--- src/rtl/counter_mod_n_pkg.sv ---
// Shared constants and helpers for the modulo-N counter family.
package counter_pkg;

  localparam int unsigned MODE_SAT  = 0;
  localparam int unsigned MODE_WRAP = 1;

  localparam logic DIR_UP = 1'b0;
  localparam logic DIR_DN = 1'b1;

  // Prescale counter width; a ratio of 1 still keeps a 1-bit register.
  function automatic int unsigned presc_width(input int unsigned prescale);
    int unsigned w;
    w = (prescale <= 1) ? 1 : $clog2(prescale);
    return w;
  endfunction

endpackage : counter_pkg

--- src/rtl/counter_mod_n_if.sv ---
// Control and status bundle of a counter_mod_n instance.
interface counter_mod_n_if #(
  parameter int unsigned WIDTH = 7
);

  logic             i_en;
  logic             i_dir;
  logic             i_clear;
  logic             i_load;
  logic [WIDTH-1:0] i_load_val;

  logic [WIDTH-1:0] o_value;
  logic             o_at_max;
  logic             o_at_min;
  logic             o_wrap;
  logic             o_step;

  modport slave (
    input  i_en, i_dir, i_clear, i_load, i_load_val,
    output o_value, o_at_max, o_at_min, o_wrap, o_step
  );

  modport master (
    output i_en, i_dir, i_clear, i_load, i_load_val,
    input  o_value, o_at_max, o_at_min, o_wrap, o_step
  );

endinterface : counter_mod_n_if

--- src/rtl/counter_mod_n_prescaler.sv ---
// Counts enabled cycles 0..PRESCALE-1 and flags the cycle that completes a period.
module tick_prescaler
  import counter_pkg::*;
#(
  parameter int unsigned PRESCALE = 1
) (
  input  logic i_clk,
  input  logic i_reset_n,
  input  logic i_en,
  input  logic i_sync_clr,
  output logic o_tick
);

  localparam int unsigned   PW      = presc_width(PRESCALE);
  localparam logic [PW-1:0] PC_LAST = PW'(PRESCALE - 1);

  logic [PW-1:0] pc_q;
  logic [PW-1:0] pc_d;

  assign o_tick = i_en && (pc_q == PC_LAST);

  // Clear wins; a completed period restarts the phase, disabled cycles hold it.
  always_comb begin
    pc_d = pc_q;
    if (i_sync_clr) begin
      pc_d = '0;
    end else if (o_tick) begin
      pc_d = '0;
    end else if (i_en) begin
      pc_d = pc_q + PW'(1);
    end
  end

  always_ff @(posedge i_clk or negedge i_reset_n) begin
    if (!i_reset_n) begin
      pc_q <= '0;
    end else begin
      pc_q <= pc_d;
    end
  end

endmodule : tick_prescaler

--- src/rtl/counter_mod_n.sv ---
// Parametrised modulo-N counter with prescaler, wrap/saturate mode, clear and load.
module counter_mod_n
  import counter_pkg::*;
#(
  parameter int unsigned WIDTH    = 7,
  parameter int unsigned CNT_MAX  = 99,
  parameter int unsigned MODE     = 1,
  parameter int unsigned PRESCALE = 1
) (
  input  logic            i_clk,
  input  logic            i_reset_n,
  counter_mod_n_if.slave  bus
);

  if ((64'(CNT_MAX) >> WIDTH) != 64'd0) begin : g_bad_width
    $fatal(1, "counter_mod_n: CNT_MAX does not fit in WIDTH bits");
  end
  if (CNT_MAX < 1) begin : g_bad_max
    $fatal(1, "counter_mod_n: CNT_MAX must be at least 1");
  end
  if (PRESCALE < 1) begin : g_bad_presc
    $fatal(1, "counter_mod_n: PRESCALE must be at least 1");
  end
  if (MODE > MODE_WRAP) begin : g_bad_mode
    $fatal(1, "counter_mod_n: MODE must be 0 or 1");
  end

  localparam logic [WIDTH-1:0] MAX_V = WIDTH'(CNT_MAX);
  localparam logic             WRAP  = (MODE == MODE_WRAP);

  logic [WIDTH-1:0] value_q,  value_d;
  logic             wrap_q,   wrap_d;
  logic             step_q,   step_d;
  logic             at_max_q, at_min_q;
  logic [WIDTH-1:0] load_clamped;
  logic             tick;

  tick_prescaler #(
    .PRESCALE (PRESCALE)
  ) u_presc (
    .i_clk      (i_clk),
    .i_reset_n  (i_reset_n),
    .i_en       (bus.i_en),
    .i_sync_clr (bus.i_clear | bus.i_load),
    .o_tick     (tick)
  );

  assign load_clamped = (bus.i_load_val > MAX_V) ? MAX_V : bus.i_load_val;

  // Boundary is tested before the arithmetic so no value outside 0..CNT_MAX is formed.
  always_comb begin
    value_d = value_q;
    wrap_d  = 1'b0;
    step_d  = 1'b0;
    if (bus.i_clear) begin
      value_d = '0;
    end else if (bus.i_load) begin
      value_d = load_clamped;
    end else if (tick) begin
      step_d = 1'b1;
      if (bus.i_dir == DIR_UP) begin
        if (value_q < MAX_V) begin
          value_d = value_q + WIDTH'(1);
        end else if (WRAP) begin
          value_d = '0;
          wrap_d  = 1'b1;
        end
      end else begin
        if (value_q != '0) begin
          value_d = value_q - WIDTH'(1);
        end else if (WRAP) begin
          value_d = MAX_V;
          wrap_d  = 1'b1;
        end
      end
    end
  end

  // Boundary flags are decoded from the next value so they land with it.
  always_ff @(posedge i_clk or negedge i_reset_n) begin
    if (!i_reset_n) begin
      value_q  <= '0;
      wrap_q   <= 1'b0;
      step_q   <= 1'b0;
      at_max_q <= 1'b0;
      at_min_q <= 1'b1;
    end else begin
      value_q  <= value_d;
      wrap_q   <= wrap_d;
      step_q   <= step_d;
      at_max_q <= (value_d == MAX_V);
      at_min_q <= (value_d == '0);
    end
  end

  assign bus.o_value  = value_q;
  assign bus.o_wrap   = wrap_q;
  assign bus.o_step   = step_q;
  assign bus.o_at_max = at_max_q;
  assign bus.o_at_min = at_min_q;

endmodule : counter_mod_n

--- src/flat_wrapper.sv ---
// flat-port wrapper written by rule: the top's interface ports become plain ports
module counter_mod_n_flat import counter_pkg::*;
#(
  parameter int unsigned WIDTH    = 7,
  parameter int unsigned CNT_MAX  = 99,
  parameter int unsigned MODE     = 1,
  parameter int unsigned PRESCALE = 1
)
  (i_clk, i_reset_n, bus_i_en, bus_i_dir, bus_i_clear, bus_i_load, bus_i_load_val, bus_o_value, bus_o_at_max, bus_o_at_min, bus_o_wrap, bus_o_step);
  counter_mod_n_if #(.WIDTH(WIDTH)) bus_i ();
  input  logic i_clk;
  input  logic i_reset_n;
  input wire logic [$bits(bus_i.i_en)-1:0] bus_i_en;
  input wire logic [$bits(bus_i.i_dir)-1:0] bus_i_dir;
  input wire logic [$bits(bus_i.i_clear)-1:0] bus_i_clear;
  input wire logic [$bits(bus_i.i_load)-1:0] bus_i_load;
  input wire logic [$bits(bus_i.i_load_val)-1:0] bus_i_load_val;
  output wire logic [$bits(bus_i.o_value)-1:0] bus_o_value;
  output wire logic [$bits(bus_i.o_at_max)-1:0] bus_o_at_max;
  output wire logic [$bits(bus_i.o_at_min)-1:0] bus_o_at_min;
  output wire logic [$bits(bus_i.o_wrap)-1:0] bus_o_wrap;
  output wire logic [$bits(bus_i.o_step)-1:0] bus_o_step;
  assign bus_i.i_en = bus_i_en;
  assign bus_i.i_dir = bus_i_dir;
  assign bus_i.i_clear = bus_i_clear;
  assign bus_i.i_load = bus_i_load;
  assign bus_i.i_load_val = bus_i_load_val;
  assign bus_o_value = bus_i.o_value;
  assign bus_o_at_max = bus_i.o_at_max;
  assign bus_o_at_min = bus_i.o_at_min;
  assign bus_o_wrap = bus_i.o_wrap;
  assign bus_o_step = bus_i.o_step;
  counter_mod_n #(.WIDTH(WIDTH), .CNT_MAX(CNT_MAX), .MODE(MODE), .PRESCALE(PRESCALE)) u_core (.i_clk(i_clk), .i_reset_n(i_reset_n), .bus(bus_i));
endmodule
--- config.mk ---
export PLATFORM = sky130hd
export DESIGN_NAME = counter_mod_n_flat
export DESIGN_NICKNAME = d
export VERILOG_FILES = /design/src/rtl/counter_mod_n_pkg.sv /design/src/rtl/counter_mod_n_if.sv /design/src/rtl/counter_mod_n_prescaler.sv /design/src/rtl/counter_mod_n.sv /design/src/flat_wrapper.sv
export SDC_FILE = /design/constraint.sdc
export NUM_CORES = 1
export LEC_CHECK = 0
export ABC_AREA = 1
export CAP_MARGIN = 15
export CORE_MARGIN = 2
export CORE_UTILIZATION = 45
export CTS_BUF_LIST = sky130_fd_sc_hd__clkbuf_8
export CTS_CLUSTER_DIAMETER = 80
export CTS_CLUSTER_SIZE = 24
export DETAILED_ROUTE_END_ITERATION = 10
export GPL_ROUTABILITY_DRIVEN = 0
export PLACE_DENSITY = 0.73
export REMOVE_ABC_BUFFERS = 1
export SLEW_MARGIN = 20
export SYNTH_ARGS = -nofsm -noshare
export SYNTH_HDL_FRONTEND = slang
export SYNTH_SLANG_ARGS = --single-unit
--- constraint.sdc ---
create_clock -name i_clk -period 3.3 [get_ports i_clk]
set_input_delay 0.66 -clock i_clk [delete_from_list [all_inputs] [get_ports i_clk]]
set_output_delay 0.66 -clock i_clk [all_outputs]
set_load 0.02 [all_outputs]
== After elaboration in Yosys (flattened, before gate mapping) ==
Index checks and enable logic that the tools add are counted.
W data, S select, Z words.

* Bits in registers: 12
* Latch bits: 0
* Bits in writable memories: 0
* Memory bits (read-only): 0
* Input port bits: 13
* Output and inout bits: 11
* Word-level logic and storage cells: 37
* Memories kept: 0

* Add/sub/neg operators: 3
* Multipliers: 0
* Div/mod/pow operators: 0
* $lt $le $gt $ge: 2
* Equality and inequality tests: 1
* Shift-type cells: 0
* Muxes and demuxes: 19
* Bitwise operators: 2
* Reduce and logical (&&, ||, !) cells: 4

{| class="wikitable"
|+ Operators by type and width
! operator !! count
|-
| $mux W7 || 7
|-
| $mux W1 || 12
|-
| $add A7 B1 Y7 const B || 1
|-
| $eq A7 B7 Y1 const B || 1
|-
| $gt A7 B7 Y1 const B || 1
|-
| $logic_not A7 Y1 || 1
|-
| $lt A7 B7 Y1 const B || 1
|-
| $reduce_bool A7 Y1 || 1
|-
| $sub A7 B1 Y7 const B || 1
|-
| $reduce_bool A3 Y1 || 1
|-
| $add A1 B1 Y1 const B || 1
|-
| $logic_and A1 B1 Y1 || 1
|-
| $not A1 Y1 || 1
|-
| $or A1 B1 Y1 || 1
|}

== Depth between registers and ports, before layout ==
Gate-level depths: netlist of the first run.

* Depth in word-level cells: 7
* Depth in mapped cells: 12
* Depth with buffers taken out: 12

== Hierarchy ==
A second synthesis of the first run with hierarchy kept.

* Cells, all modules: 154
* Area, all modules: 1011.0 µm²

{| class="wikitable"
|+ By module, submodules not included
! module !! instances !! cells each !! area an instance (µm²) !! sequential area each (µm²)
|-
| counter_mod_n || 1 || 149 || 968.4 || 276.5
|-
| tick_prescaler || 1 || 5 || 42.5 || 25.0
|}

== Worst setup path before layout of the first run ==
OpenSTA, ideal clock, no wires.

* Path type: input -> register
* Start: in bus_i_dir
* End: reg u_core.at_min_q (netlist: u_core.bus.o_at_min)
* Library setup time: 0.067 ns
* Arrival time: 1.550 ns
* Required time: 3.233 ns
* Slack: 1.683 ns
* Stages on the path: 8
* Path buffers: 1
* Path through: buf_4 -> or2_1 -> a31o_2 -> nand2_1 -> nand2_1 -> nand2_1 -> nand3_1 -> nor2_1

* Cells in the longest elaborated chain, start to end: 5

{| class="wikitable"
|+ Ends and longest elaborated chain
! item !! RTL line !! text
|-
| start: declaration || flat_wrapper.sv:14 || <nowiki>input wire logic [$bits(bus_i.i_dir)-1:0] bus_i_dir;</nowiki>
|-
| $mux W7 || counter_mod_n.sv:61 || <nowiki>if (bus.i_dir == DIR_UP) begin</nowiki>
|-
| $mux W7 || counter_mod_n.sv:59 || <nowiki>end else if (tick) begin</nowiki>
|-
| $mux W7 || counter_mod_n.sv:57 || <nowiki>end else if (bus.i_load) begin</nowiki>
|-
| $mux W7 || counter_mod_n.sv:55 || <nowiki>if (bus.i_clear) begin</nowiki>
|-
| $logic_not A7 Y1 || counter_mod_n.sv:92 || <nowiki>at_min_q <= (value_d == '0);</nowiki>
|-
| end signal: assignment || counter_mod_n.sv:92 ||
|-
| end: declaration || counter_mod_n.sv:34 || <nowiki>logic at_max_q, at_min_q;</nowiki>
|}

Every way passes these cells.
A chain may end at the register's enable or synchronous reset.

== Worst setup path after layout of the first run ==
* Start: reg u_core.value_q[4] (netlist: u_core.bus.o_value[4])
* End: out bus_o_value[4]

{| class="wikitable"
|+ RTL lines
! item !! RTL line !! text
|-
| start: declaration || counter_mod_n.sv:31 || <nowiki>logic [WIDTH-1:0] value_q, value_d;</nowiki>
|-
| start signal: assignment || counter_mod_n.sv:88 || <nowiki>value_q <= value_d;</nowiki>
|-
| end: declaration || flat_wrapper.sv:18 || <nowiki>output wire logic [$bits(bus_i.o_value)-1:0] bus_o_value;</nowiki>
|}

No word-level cell between the ends.

==> impl_metrics.json, run 1 <==
{
  "dp.cells": 213,
  "cts_hold_buffers": 0,
  "synth_area_um2": 1070,
  "place_area_um2": 1330,
  "final_max_slew_viol_count": 0,
  "cts_resized": 0,
  "insertedDiodeCount": 0,
  "insertion_delay_ns": 0.24,
  "ys_types": 24,
  "path_cells": "clkdlybuf4s50_1",
  "critPathMaxStageDelay_ns": 0.66,
  "finalClockSkew_ns": 0.00113,
  "cp_max_fo": 8,
  "die_area_um2": 2790,
  "final_common_cell": "nand2_1",
  "setup_slack_ns": 1.23,
  "h-tree-depth": 1,
  "viasPerCell": 5.01,
  "grt_start_max_net_pins": 13,
  "antenna_found_initial": 0,
  "gr-usage-all-layers": 0.211,
  "drive_above_1_share": 0.153,
  "fin_crit_ns": 2.07,
  "path_buf_inv": 1,
  "cp_data_required_time_ns": 2.64,
  "crit_path_end_kind": "primary output",
  "use_met3": 0.0200,
  "maxSlewHeadroom": 0.653,
  "crit_type": "register to primary output",
  "die_h_um": 52.8,
  "fin_cells": 217,
  "drv_cap": 0,
  "design_area_um2": 1380,
  "arrival_ns": 1.41,
  "drc": 0,
  "ys_ff_latch": 12,
  "area_growth_pct": 28.2,
  "grt_overflow_total": 0,
  "p_per_area_nw_per_um2": 351,
  "mostFrequentLayoutCells": "49 x nand2_1, 25 x inv_1, 23 x clkdlybuf4s50_1, 19 x nand3_1, 11 x dfrtp_1",
  "p_total_uw": 483,
  "cts_sinks": 12,
  "met1_usage": 0.256,
  "ys_seq_area_frac": 0.281,
  "cts.path.max_buffers": 2,
  "dp.final_hpwl_mm": 2.09,
  "syn_inst": 163,
  "vias": 1088,
  "met2_usage": 0.371,
  "drtIter0Drc": 17,
  "fp.dieW_um": 52.8,
  "crit_slowest_cell": "clkdlybuf4s50_1",
  "root_buffer": "clkbuf_8",
  "post-cts-setup-buffers": 0,
  "grt_busiest_layer": "met2",
  "io_buffers": 23,
  "cts_buffers": 3,
  "clk_pin_slew_ns": 0.05,
  "antenna_left": 0,
  "avgSynthCellArea_um2": 6.58,
  "routed_wl_mm": 2.57,
  "yosysWarningCount": 0,
  "initial_utilization": 0.480,
  "min_path_type": "register to register",
  "core-area_um2": 2230,
  "nFillCells": 220,
  "finalHoldViolations": 0,
  "grt_setup_unrepaired": "no",
  "cts_tree": "done",
  "fin_crit_sh": 0.628,
  "row_count": 17,
  "setup_viol": 0,
  "grt_pass1_vias": 1011,
  "tns_ns": 0,
  "worstMarginPinSlew_ns": 0.519,
  "outcome": "finished clean",
  "place_ws_ns": 1.09,
  "finish.net_count": 206,
  "wl_per_cell_um": 11.8,
  "start_kind": "register",
  "num_io_pins": 24,
  "grt_pass1_wl_mm": 4.19,
  "p_leak_uw": 0.000721,
  "max_freq_ghz": 0.482,
  "drt-pass1-iter-count": 4,
  "ir_worst_vdd_mv": 0.359,
  "path_delay_family": "buffers and inverters"
}
==> layer usage <==
| metal | vias to the layer above | routed length, µm | share of wire |
|---|---|---|---|
| met2 | 28 | 1230 | 0.48 |
| met4 | 0 | 40 | 0.016 |
| met1 | 487 | 1200 | 0.47 |
| met3 | 4 | 96 | 0.037 |
| met5 | - | 0 | 0 |
| li1 | 569 | - | - |
==> power breakdown <==
group          switching, µW  internal [µW]
clock network           50.8           81.7
registers               16.2            158
logic                    105           71.8
total                    172            311
==> stage by stage <==
step / utilization / hold slack [ns]
floorplan: - / 0.364
global placement: 0.596 / 0.505
detailed placement: 0.596 / 0.509
CTS: 0.616 / 0.516
global route: 0.616 / 0.528
finish: 0.616 / 0.509
==> cell type report <==
| class | count | area (µm²) | area share |
|---|---|---|---|
| well taps | 28 | 35.0 | 0.0255 |
| repair buffers | 23 | 230 | 0.167 |
| flip-flops and latches | 12 | 302 | 0.219 |
| inverters | 28 | 105 | 0.0764 |
| clock buffers | 3 | 41.3 | 0.0300 |
| multi-input cells | 122 | 658 | 0.479 |
| clock inverters | 1 | 3.75 | 0.00273 |
==> sequential cells by signal (all words and copies together), names as in the netlist <==
signal and flops:
u_core.bus.o_at_max 1, u_core.bus.o_at_min 1, u_core.bus.o_step 1, u_core.bus.o_value 7, u_core.bus.o_wrap 1, u_core.u_presc.pc_q 1
==> worst paths after layout <==
| kind | startpoint | to | slack [ns] | cells past startpoint |
|---|---|---|---|---|
| worst max-delay path | u_core.bus.o_value[4] | bus_o_value[4] | 1.23 | 1 |
| worst min-delay path | u_core.u_presc.pc_q | u_core.u_presc.pc_q | 0.51 | 2 |
| worst max register to register | u_core.bus.o_value[0] | u_core.bus.o_at_max | 1.58 | 12 |
| worst min register to register | u_core.u_presc.pc_q | u_core.u_presc.pc_q | 0.51 | 2 |
| max in group asynchronous | i_reset_n | u_core.bus.o_at_min | 2.17 | 1 |
| min in group asynchronous | i_reset_n | u_core.bus.o_at_max | 0.77 | 1 |
==> kinds of logic after synthesis <==
kind of cell | share of synthesized area
AOI/OAI and AO/OA | 0.106
DFF | 0.281
adders and majority gates | 0.0350
buffers and inverters | 0.105
xor gates and xnor gates | 0.00817
and+or+nand+nor | 0.464
==> synth_stat cells <==
cell type | instances | area share
nand3_4 | 1 | 0.016
or2_1 | 1 | 0.0058
o21ai_0 | 4 | 0.019
o21ai_1 | 1 | 0.0047
ha_1 | 3 | 0.035
inv_2 | 4 | 0.014
nor2_1 | 10 | 0.035
xor2_1 | 1 | 0.0082
buf_4 | 1 | 0.0070
nand3_2 | 5 | 0.047
inv_1 | 24 | 0.084
nand2_1 | 49 | 0.17
nor2_2 | 4 | 0.023
a31o_2 | 1 | 0.0082
nand4_1 | 2 | 0.012
nand3_1 | 19 | 0.089
nand2_2 | 6 | 0.035
nor2_4 | 2 | 0.021
o31ai_1 | 1 | 0.0070
a21oi_1 | 8 | 0.037
a21oi_4 | 2 | 0.030
nor3_1 | 2 | 0.0093
dfrtp_1 | 11 | 0.26
dfstp_2 | 1 | 0.025
Note: power is estimated with default switching activity, not from simulation.
==> inputs of run 2 (changes only) <==
PLACE_DENSITY = 0.75   (was 0.73)
clock period = 1.9 ns   (was 3.3 ns; I/O delays follow)
==> run 2 against run 1 <==
Effect of this change:
- register-to-register slack lost 1.4 ns
- worst hold slack lost 0.0044 ns
- first-iteration DRC count grew 76%
- sequential cell count is the same
- worst setup slack lost 1.1 ns
- largest cell class unchanged
- cell area grew 4.9%
- critical endpoint is now bus_o_value[2]
- sequential share of layout area shrank 1.0 points
- die area is the same
- combinational power grew 86%
- non-clock buffer count grew 9
==> impl_metrics.json, run 2 (synthesis gave the netlist of run 1 again) <==
{
  "outcome": "finished clean",
  "grt_overflow_total": 0,
  "cts_tree": "done",
  "root_buffer": "clkbuf_8",
  "seq_area_um2": 302,
  "viasPerCell": 5.15,
  "routed_wl_mm": 2.84,
  "post-cts-setup-buffers": 0,
  "dp.final_hpwl_mm": 2.21,
  "finalHoldViolations": 0,
  "grt_setup_unrepaired": "no",
  "core-area_um2": 2230,
  "finish.net_count": 215,
  "wl_per_cell_um": 12.6,
  "netSwitchingPower_uw": 315,
  "path_delay_family": "buffers and inverters",
  "drtIter0Drc": 30,
  "die_area_um2": 2790,
  "critPathMaxStageDelay_ns": 0.67,
  "p_per_area_nw_per_um2": 603,
  "min_path_type": "input pin to asynchronous set/reset pin",
  "io_buffers": 23,
  "area_growth_pct": 34.5,
  "drive_above_1_share": 0.197,
  "insertedDiodeCount": 0,
  "setup_slack_ns": 0.104,
  "h-tree-depth": 1,
  "path_buf_inv": 1,
  "fin_crit_ns": 1.80,
  "maxSlewHeadroom": 0.616,
  "p_int_uw": 555,
  "worst_hold_slack_ns": 0.505,
  "p_leak_uw": 0.000764,
  "row_count": 17,
  "initial_utilization": 0.480,
  "cp_max_fo": 7,
  "finalClockSkew_ns": 0.00162,
  "largest_register_ffs": 7,
  "fp.dieW_um": 52.8,
  "mostFrequentLayoutCells": "49 x nand2_1, 24 x inv_1, 23 x clkdlybuf4s50_1, 19 x nand3_1, 11 x dfrtp_1",
  "rrSetupSlack_ns": 0.16,
  "gr-usage-all-layers": 0.231,
  "drc": 0,
  "grt_pass1_vias": 1093,
  "crit_path_end_kind": "primary output",
  "crit_type": "register to primary output",
  "place_ws_ns": -0.0298,
  "r2r-start": "u_core.bus.o_value[1]",
  "worstMarginPinSlew_ns": 0.574,
  "pwr-share-seq": 0.347,
  "antenna_found_initial": 0,
  "crit_slowest_cell": "clkdlybuf4s50_1",
  "antenna_left": 0,
  "multi_input_area_um2": 658,
  "nFillCells": 200,
  "fin_crit_sh": 0.945,
  "grt_pass1_wl_mm": 4.58,
  "cts_buffers": 3,
  "power.share.combinational": 0.376,
  "r2r_end": "u_core.bus.o_at_max",
  "cts_sinks": 12,
  "grt_start_max_net_pins": 13,
  "p_total_uw": 870,
  "num_io_pins": 24,
  "ir_worst_vdd_mv": 0.578,
  "p_clk_frac": 0.277,
  "cp_data_required_time_ns": 1.52,
  "fin_util": 0.646,
  "max_freq_ghz": 0.557,
  "start_kind": "register",
  "drt-pass1-iter-count": 4,
  "die_h_um": 52.8,
  "arrival_ns": 1.42,
  "setup_viol": 0,
  "insertion_delay_ns": 0.24,
  "tns_ns": 0,
  "clk_pin_slew_ns": 0.05,
  "final_max_slew_viol_count": 0,
  "vias": 1165,
  "cts.path.max_buffers": 2,
  "final_common_cell": "nand2_1",
  "worst_r2r_path_depth": 12,
  "p_sw_frac": 0.362,
  "path_cells": "clkdlybuf4s50_1",
  "drv_cap": 0
}
## run 2: cell count changes in the layout (fill, tap and decap cells not counted), sizes merged
| cell | before | now |
|---|---|---|
| buf | 0 | 9 |
## run 2: through the flow
step	instances	instance area [µm²]
final	226	1440
after global routing	226	1440
after CTS	226	1440
after detailed placement	222	1400
after global placement	222	1400
after floorplan	162	1060
## run 2: area by class of cell
type	count	area share
tap	28	0.0243
multi-input combinational	122	0.456
clock inverter	1	0.00260
timing repair buffer	32	0.206
inverter	28	0.0729
clock buffer	3	0.0286
sequential	12	0.209
## run 2: power groups by stage
stage / logic, µW / registers, µW / clock network, µW
after global routing: 358 / 306 / 253
after floorplan: 179 / 321 / 0
after CTS: 326 / 301 / 239
after global placement: 316 / 305 / 0
after detailed placement: 323 / 305 / 0
final: 327 / 302 / 241
## run 2: worst max-delay path by stage
stage	start	endpoint	slack (ns)	cells past startpoint
after floorplan	u_core.bus.o_value[0]	u_core.bus.o_at_max	0.29	12
after global placement	bus_i_dir	u_core.bus.o_at_max	-0.02	9
final	u_core.bus.o_value[2]	bus_o_value[2]	0.10	1
after global routing	u_core.bus.o_value[1]	u_core.bus.o_at_max	0.02	10
after detailed placement	bus_i_dir	u_core.bus.o_at_max	-0.03	9
after CTS	u_core.bus.o_value[2]	bus_o_value[2]	0.11	1
## run 2: timing repair
item,in CTS,in global routing
hold buffers,0,0
endpoints found under the setup margin,0,1
gates resized for setup,0,1
## run 2: per-layer routing
metal / part of all wire / GRT usage / up-vias
li1: - / - / 582
met1: 0.43 / 0.267 / 534
met2: 0.50 / 0.415 / 40
met3: 0.043 / 0.0171 / 9
met4: 0.029 / 0.128 / 0
met5: 0 / 0 / -
## run 2: worst reg2reg max path: cells and delay by family, from the launching register on
family,cells,cell delay (ns)
adders and majority gates,1,0.19
buffers and inverters,2,0.16
DFF,1,0.48
and+or+nand+nor,9,0.80
